===== config.mk =====
export PLATFORM = sky130hd
export DESIGN_NAME = mul_div_unit
export DESIGN_NICKNAME = d
export VERILOG_FILES = /design/src/rtl/mul_div_unit_pkg.sv /design/src/rtl/mul_div_unit.sv
export SDC_FILE = /design/constraint.sdc
export NUM_CORES = 1
export LEC_CHECK = 0
export ABC_CLOCK_PERIOD_IN_PS = 4800
export BUFFER_PORTS_ARGS = -buffer_cell sky130_fd_sc_hd__buf_2
export CORE_ASPECT_RATIO = 1.2
export CORE_UTILIZATION = 50
export CTS_CLUSTER_SIZE = 14
export DETAILED_ROUTE_END_ITERATION = 10
export PLACE_DENSITY = 0.72
export SYNTH_ARGS = -nofsm -noshare
export SYNTH_HDL_FRONTEND = slang
export SYNTH_SLANG_ARGS = --single-unit

===== constraint.sdc =====
create_clock -name w_clock -period 4.8 [get_ports w_clock]
set_input_delay 0.24 -clock w_clock [delete_from_list [all_inputs] [get_ports w_clock]]
set_output_delay 0.24 -clock w_clock [all_outputs]
set_load 0.1 [all_outputs]

===== src/rtl/mul_div_unit_pkg.sv =====
// Shared opcode and state definitions for the HI/LO multiply/divide unit.
// Funct codes follow the MIPS SPECIAL encoding.
package mul_div_unit_pkg;

  localparam logic [5:0] SPECIAL_MFHI  = 6'h10;
  localparam logic [5:0] SPECIAL_MTHI  = 6'h11;
  localparam logic [5:0] SPECIAL_MFLO  = 6'h12;
  localparam logic [5:0] SPECIAL_MTLO  = 6'h13;
  localparam logic [5:0] SPECIAL_MULT  = 6'h18;
  localparam logic [5:0] SPECIAL_MULTU = 6'h19;
  localparam logic [5:0] SPECIAL_DIV   = 6'h1a;
  localparam logic [5:0] SPECIAL_DIVU  = 6'h1b;

  typedef enum logic [1:0] {
    IDLE = 2'd0,
    CALC = 2'd1,
    FIX  = 2'd2,
    DONE = 2'd3
  } md_state_e;

  typedef enum logic [2:0] {
    OP_NONE  = 3'd0,
    OP_MULT  = 3'd1,
    OP_MULTU = 3'd2,
    OP_DIV   = 3'd3,
    OP_DIVU  = 3'd4,
    OP_MTHI  = 3'd5,
    OP_MTLO  = 3'd6
  } md_op_e;

  // MFHI/MFLO read the outputs directly, so they are not operations here.
  function automatic md_op_e decode_op(input logic [5:0] funct);
    case (funct)
      SPECIAL_MULT:  return OP_MULT;
      SPECIAL_MULTU: return OP_MULTU;
      SPECIAL_DIV:   return OP_DIV;
      SPECIAL_DIVU:  return OP_DIVU;
      SPECIAL_MTHI:  return OP_MTHI;
      SPECIAL_MTLO:  return OP_MTLO;
      default:       return OP_NONE;
    endcase
  endfunction

endpackage


===== src/rtl/mul_div_unit.sv =====
// Multi-cycle MULT/MULTU/DIV/DIVU unit owning HI/LO; one FSM drives a shared
// 2*WIDTH shift register and a single adder used by both shift-add and restoring division.
module mul_div_unit
  import mul_div_unit_pkg::*;
#(
  parameter int WIDTH = 32
) (
  input  logic             w_clock,
  input  logic             w_reset_n,
  input  logic             w_start,
  input  logic [5:0]       w_op_code_6,
  input  logic [WIDTH-1:0] w_input1_x,
  input  logic [WIDTH-1:0] w_input2_x,
  output logic             w_busy,
  output logic             w_done,
  output logic             w_div_by_zero,
  output logic [WIDTH-1:0] w_hi_x,
  output logic [WIDTH-1:0] w_lo_x
);

  localparam int CNT_W = $clog2(WIDTH);

  function automatic logic [WIDTH-1:0] magnitude(input logic [WIDTH-1:0] v, input logic is_signed);
    return (is_signed && v[WIDTH-1]) ? -v : v;
  endfunction

  function automatic logic [WIDTH-1:0] cond_neg_w(input logic [WIDTH-1:0] v, input logic neg);
    return neg ? -v : v;
  endfunction

  function automatic logic [2*WIDTH-1:0] cond_neg_2w(input logic [2*WIDTH-1:0] v, input logic neg);
    return neg ? -v : v;
  endfunction

  md_state_e          state_q;
  logic [CNT_W-1:0]   cnt_q;
  logic               busy_q;
  logic               done_q;
  logic               dbz_q;
  logic [WIDTH-1:0]   hi_q;
  logic [WIDTH-1:0]   lo_q;

  logic [2*WIDTH-1:0] acc_q;
  logic [WIDTH-1:0]   op_q;
  logic               is_div_q;
  logic               neg_res_q;
  logic               neg_rem_q;

  md_op_e             op;
  logic               accept;
  logic               op_signed;
  logic               op_is_div;
  logic               op_div0;
  logic [WIDTH-1:0]   rs_mag;
  logic [WIDTH-1:0]   rt_mag;

  assign op        = decode_op(w_op_code_6);
  assign accept    = w_start && (state_q == IDLE || state_q == DONE) && (op != OP_NONE);
  assign op_signed = (op == OP_MULT) || (op == OP_DIV);
  assign op_is_div = (op == OP_DIV) || (op == OP_DIVU);
  assign op_div0   = op_is_div && (w_input2_x == '0);
  assign rs_mag    = magnitude(w_input1_x, op_signed);
  assign rt_mag    = magnitude(w_input2_x, op_signed);

  // Shared adder: multiply adds the multiplicand into the upper half, divide
  // subtracts the divisor from the shifted partial remainder (carry-in = 1).
  logic [WIDTH+1:0]   add_a;
  logic [WIDTH+1:0]   add_b;
  logic               add_cin;
  logic [WIDTH+1:0]   add_sum;
  logic [2*WIDTH-1:0] acc_nxt;

  always_comb begin
    add_a   = '0;
    add_b   = '0;
    add_cin = 1'b0;
    if (is_div_q) begin
      add_a   = {1'b0, acc_q[2*WIDTH-1:WIDTH-1]};
      add_b   = ~{2'b00, op_q};
      add_cin = 1'b1;
    end else begin
      add_a   = {2'b00, acc_q[2*WIDTH-1:WIDTH]};
      add_b   = acc_q[0] ? {2'b00, op_q} : '0;
    end
  end

  assign add_sum = add_a + add_b + {{(WIDTH+1){1'b0}}, add_cin};

  always_comb begin
    acc_nxt = acc_q;
    if (is_div_q) begin
      if (!add_sum[WIDTH+1])
        acc_nxt = {add_sum[WIDTH-1:0], acc_q[WIDTH-2:0], 1'b1};
      else
        acc_nxt = {acc_q[2*WIDTH-2:0], 1'b0};
    end else begin
      acc_nxt = {add_sum[WIDTH:0], acc_q[WIDTH-1:1]};
    end
  end

  // Sign fix-up applied on the FIX edge; a zero divisor preloads acc with {rs, ones}.
  logic [WIDTH-1:0]   fix_hi;
  logic [WIDTH-1:0]   fix_lo;
  logic [2*WIDTH-1:0] product;

  assign product = cond_neg_2w(acc_q, neg_res_q);

  always_comb begin
    fix_hi = product[2*WIDTH-1:WIDTH];
    fix_lo = product[WIDTH-1:0];
    if (dbz_q) begin
      fix_hi = acc_q[2*WIDTH-1:WIDTH];
      fix_lo = acc_q[WIDTH-1:0];
    end else if (is_div_q) begin
      fix_hi = cond_neg_w(acc_q[2*WIDTH-1:WIDTH], neg_rem_q);
      fix_lo = cond_neg_w(acc_q[WIDTH-1:0], neg_res_q);
    end
  end

  // Control and architectural state
  always_ff @(posedge w_clock or negedge w_reset_n) begin
    if (!w_reset_n) begin
      state_q <= IDLE;
      cnt_q   <= '0;
      busy_q  <= 1'b0;
      done_q  <= 1'b0;
      dbz_q   <= 1'b0;
      hi_q    <= '0;
      lo_q    <= '0;
    end else begin
      done_q <= 1'b0;
      case (state_q)
        IDLE, DONE: begin
          if (accept) begin
            dbz_q <= op_div0;
            cnt_q <= CNT_W'(WIDTH - 1);
            if (op == OP_MTHI) begin
              hi_q    <= w_input1_x;
              state_q <= DONE;
              done_q  <= 1'b1;
            end else if (op == OP_MTLO) begin
              lo_q    <= w_input1_x;
              state_q <= DONE;
              done_q  <= 1'b1;
            end else if (op_div0) begin
              state_q <= FIX;
              busy_q  <= 1'b1;
            end else begin
              state_q <= CALC;
              busy_q  <= 1'b1;
            end
          end else begin
            state_q <= IDLE;
          end
        end
        CALC: begin
          if (cnt_q == '0)
            state_q <= FIX;
          else
            cnt_q <= cnt_q - 1'b1;
        end
        FIX: begin
          hi_q    <= fix_hi;
          lo_q    <= fix_lo;
          state_q <= DONE;
          busy_q  <= 1'b0;
          done_q  <= 1'b1;
        end
        default: state_q <= IDLE;
      endcase
    end
  end

  // Datapath registers: loaded on accept, iterated in CALC
  always_ff @(posedge w_clock) begin
    if (accept) begin
      is_div_q  <= op_is_div;
      neg_res_q <= op_signed && (w_input1_x[WIDTH-1] ^ w_input2_x[WIDTH-1]);
      neg_rem_q <= op_signed && w_input1_x[WIDTH-1];
      if (op_is_div) begin
        op_q  <= rt_mag;
        acc_q <= op_div0 ? {w_input1_x, {WIDTH{1'b1}}} : {{WIDTH{1'b0}}, rs_mag};
      end else begin
        op_q  <= rs_mag;
        acc_q <= {{WIDTH{1'b0}}, rt_mag};
      end
    end else if (state_q == CALC) begin
      acc_q <= acc_nxt;
    end
  end

  assign w_busy        = busy_q;
  assign w_done        = done_q;
  assign w_div_by_zero = dbz_q;
  assign w_hi_x        = hi_q;
  assign w_lo_x        = lo_q;

endmodule


==> results by group <==
Yosys
  – Cell area after synthesis: 0.0142 mm2
  – Synth Flop Type: edfxtp_1
  – Ranking of synthesized cells by area: edfxtp_1 21%, dfrtp_1 13%, o21ai_0 5.3%
  – Seq/Total Area, Yosys: 34.0%
  – Unique masters post-synth: 80
  – Cells after Synth: 1623
  – Yosys warns: 0
  – Post-synthesis register bit count: 173
  – Leading area contributor after synthesis: edfxtp_1
  – Syn nets: 1737
  – Async SR Flop Fraction: 42.8%
  – Syn Area/Cell: 8.75 um2
  – Post-synth EDFFs: 99
  – Post-synth top area share: 20.9%

Floorplanning
  – Die X: 156 um
  – DIE AREA: 0.0291 mm2
  – Io pins: 140
  – Initial core utilization: 50.9%
  – Rows: 67
  – Overall die height: 187 um
  – Core area: 0.0279 mm2

Detailed routing
  – WL final: 53600 um
  – DRC viols: 0
  – First-pass DRT Iterations: 8
  – Violation count after the first detailed-route iteration: 1583
  – Routed length per instance: 25.7 um
  – DRT antenna net count: 0
  – Via density per instance: 6.58
  – Via Count: 13700

STA
  – Worst slew margin: 17.6%
  – Final setup violation count: 0
  – Slew Limit Fails: 0
  – Minimum clock period: 4.52 ns
  – Worst Tran Pin Value: 1.23 ns
  – Worst Skew: 0.0107 ns
  – Hold Violations, Final: 0
  – RSZ-0062 raised after global routing: no
  – Fin crit share: 94.1%
  – Maximum clock frequency: 0.221 GHz
  – Setup_tns: 0 ns

Cells and area
  – Fillcell total: 2588
  – P&R area growth vs syn: 10.7%
  – Fraction of layout cells with a size suffix above 1: 15.2%
  – NumNets Final: 1806
  – Register area: 0.00482 mm2
  – Area of the multi-input gates: 0.00875 mm2
  – Ant diodes: 0

Pwr
  – Total power: 10.1 mW
  – PD cells: 642 mW/mm2
  – Static leakage: 6.37 nW
  – Max IR drop VDD: 0.000833 V

Worst setup path
  – RR Endpoint: acc_q[38]
  – WP depth: 15
  – Crit path arrival time: 4.69 ns
  – Critical Path Max Stage Delay: 0.66 ns
  – Setup crit start: is_div_q
  – Largest delay contributor family on the critical path: compound AO/OA/AOI/OAI gates
  – Crit-path cells: buf_12 -> nor2_2 -> buf_4 -> nand2_1 -> o21ai_0 -> ha_1 -> a21o_1 -> a21o_1 -> a2111oi_0 -> nor2_1 -> o31a_1 -> nor2_1 -> buf_4 -> o22a_1 -> o21ai_1
  – R2R setup slack: 0.28 ns
  – Worst Setup EP: acc_q[38]
  – Worst path slowest cell: nor2_1
  – R2R depth: 15
  – CP required: 4.97 ns
  – Reg2Reg Launch Point: is_div_q
  – Crit path capture type: flip-flop
  – Type of origin of the critical path: flip-flop
  – Maximum fanout along the worst path: 67
  – Setup CP Type: reg2reg
  – CP bufs+invs: 3

Clock tree
  – CTS buffer count: 17
  – CTS tree: done
  – Post-CTS setup buffer count: 0
  – Clock Latency Late Sink: 0.45 ns
  – Root Buffer: clkbuf_16
  – CTS Hold Bufs: 1
  – Post-CTS resize count: 0
  – Sink Count: 173
  – Max H-tree Level: 4
  – Clk slew on worst S/H paths: 0.08 ns
  – Clock buffer depth: 2

Global routing
  – Vias in the first global route: 13000
  – Total grt overflow: 0
  – First-pass GRT wire length: 79400 um
  – Tot GR Track Use: 36.9%
  – Largest net degree at the start of global routing: 101
  – Initial antenna violation count: 0

Run status
  – Outcome: finished clean

Min path
  – Hold Crit Class: in2reg

Job
  – Total of max-cap violations: 0

Placement
  – IO buf count: 139
  – Final HPWL DP: 41500 um
  – Final RePlAce weighted congestion: 1.04
## worst min-delay path by stage
stage	start	slack, ns	depth (start not counted)	end
final	w_input2_x[0]	0.19	3	op_q[0]
after global routing	w_input2_x[0]	0.19	3	op_q[0]
after CTS	w_input2_x[0]	0.17	3	op_q[0]
after detailed placement	w_reset_n	0.44	1	state_q[0]
after global placement	w_reset_n	0.43	1	state_q[1]
after floorplan	w_reset_n	-0.06	0	cnt_q[0]
## cell usage in the layout, fill, tap and decap left out, types with 9 or more instances in the layout
master,synthesis,routed
a211oi_1,39,39
a21o_1,48,48
a21oi_1,115,115
a221o_1,24,24
a221oi_1,15,15
a22oi_1,22,22
a31oi_1,14,14
and3_1,11,11
buf_2,5,138
buf_4,3,26
clkbuf_16,0,18
dfrtp_1,74,74
edfxtp_1,99,99
ha_1,39,38
inv_1,41,40
mux2_2,32,32
mux2i_1,62,62
nand2_1,133,133
nand2b_1,10,9
nand3_1,24,23
nand4_1,12,12
nor2_1,120,119
nor3_1,46,46
nor4_1,22,21
o211ai_1,11,11
o21ai_0,151,151
o21ai_1,13,13
o31ai_1,19,18
o41ai_1,12,12
or3_1,13,13
or4_1,14,14
xnor2_1,76,76
xor2_1,64,64
## per-stage QoR
stage / area [um2] / instances / hold WS, ns / utilization (%) / worst slack [ns]
after floorplan: 14200 / 1623 / -0.0556 / - / 0.309
after global placement: 15100 / 2051 / 0.431 / 54.2 / 0.505
after detailed placement: 15100 / 2051 / 0.441 / 54.2 / 0.414
after CTS: 15700 / 2084 / 0.167 / 56.3 / 0.393
after global routing: 15700 / 2084 / 0.186 / 56.3 / 0.0573
final: 15700 / 2084 / 0.193 / 56.3 / 0.281
## cell families (layout without fill, tap and decap cells)
kind of cell,after synthesis,after routing,synth area share (%)
xor+xnor,140,140,8.64
buf+inv,159,241,4.74
simple gates,455,455,15.9
mux,94,94,6.91
compound gates,561,561,26.1
flops,173,173,34.0
fa+ha+maj,41,41,3.72
## per-layer routing
metal | up-vias | GRT usage (%) | share of wire [%]
li1 | 6258 | - | -
met1 | 6535 | 46.5 | 40
met2 | 747 | 58.3 | 45
met3 | 178 | 7.15 | 8.5
met4 | 0 | 21.6 | 6.5
met5 | - | 0 | 0
## power breakdown
part | total (mW) | switching (mW) | internal (mW)
Combinational | 6.02 | 4.45 | 1.57
Clock | 1.43 | 0.703 | 0.728
Sequential | 2.65 | 0.501 | 2.15
## sequential cells by signal, summed over array words and instances (netlist names)
name / cells
w_busy: 1
op_q: 32
neg_res_q: 1
acc_q: 64
w_done: 1
w_lo_x: 32
state_q: 2
is_div_q: 1
w_div_by_zero: 1
w_hi_x: 32
neg_rem_q: 1
cnt_q: 5
## synth_stat cells, drive strengths merged (12+ instances only)
master,count
a211oi,39
a21o,48
a21oi,115
a221o,24
a221oi,15
a22oi,22
a31oi,14
buf,19
clkbuf,95
dfrtp,74
edfxtp,99
ha,39
inv,41
mux2,32
mux2i,62
nand2,133
nand3,24
nand4,12
nor2,120
nor3,47
nor4,26
o21ai,164
o31ai,19
o41ai,13
or3,13
or4,16
xnor2,76
xor2,64
## area by class of cell
| type | count | area share (%) |
|---|---|---|
| Tap cell | 379 | 3.02 |
| Clock inverter | 14 | 0.899 |
| Multi-Input combinational cell | 1291 | 55.7 |
| Clock buffer | 18 | 2.86 |
| Sequential cell | 173 | 30.7 |
| Inverter | 43 | 1.03 |
| Timing Repair Buffer | 166 | 5.83 |
## tightest hold or removal path: stages
cell and delay [ns]:
buf_2 0.15, nand2_1 0.07, o21ai_0 0.07
Power figures use the tool's default switching activity.
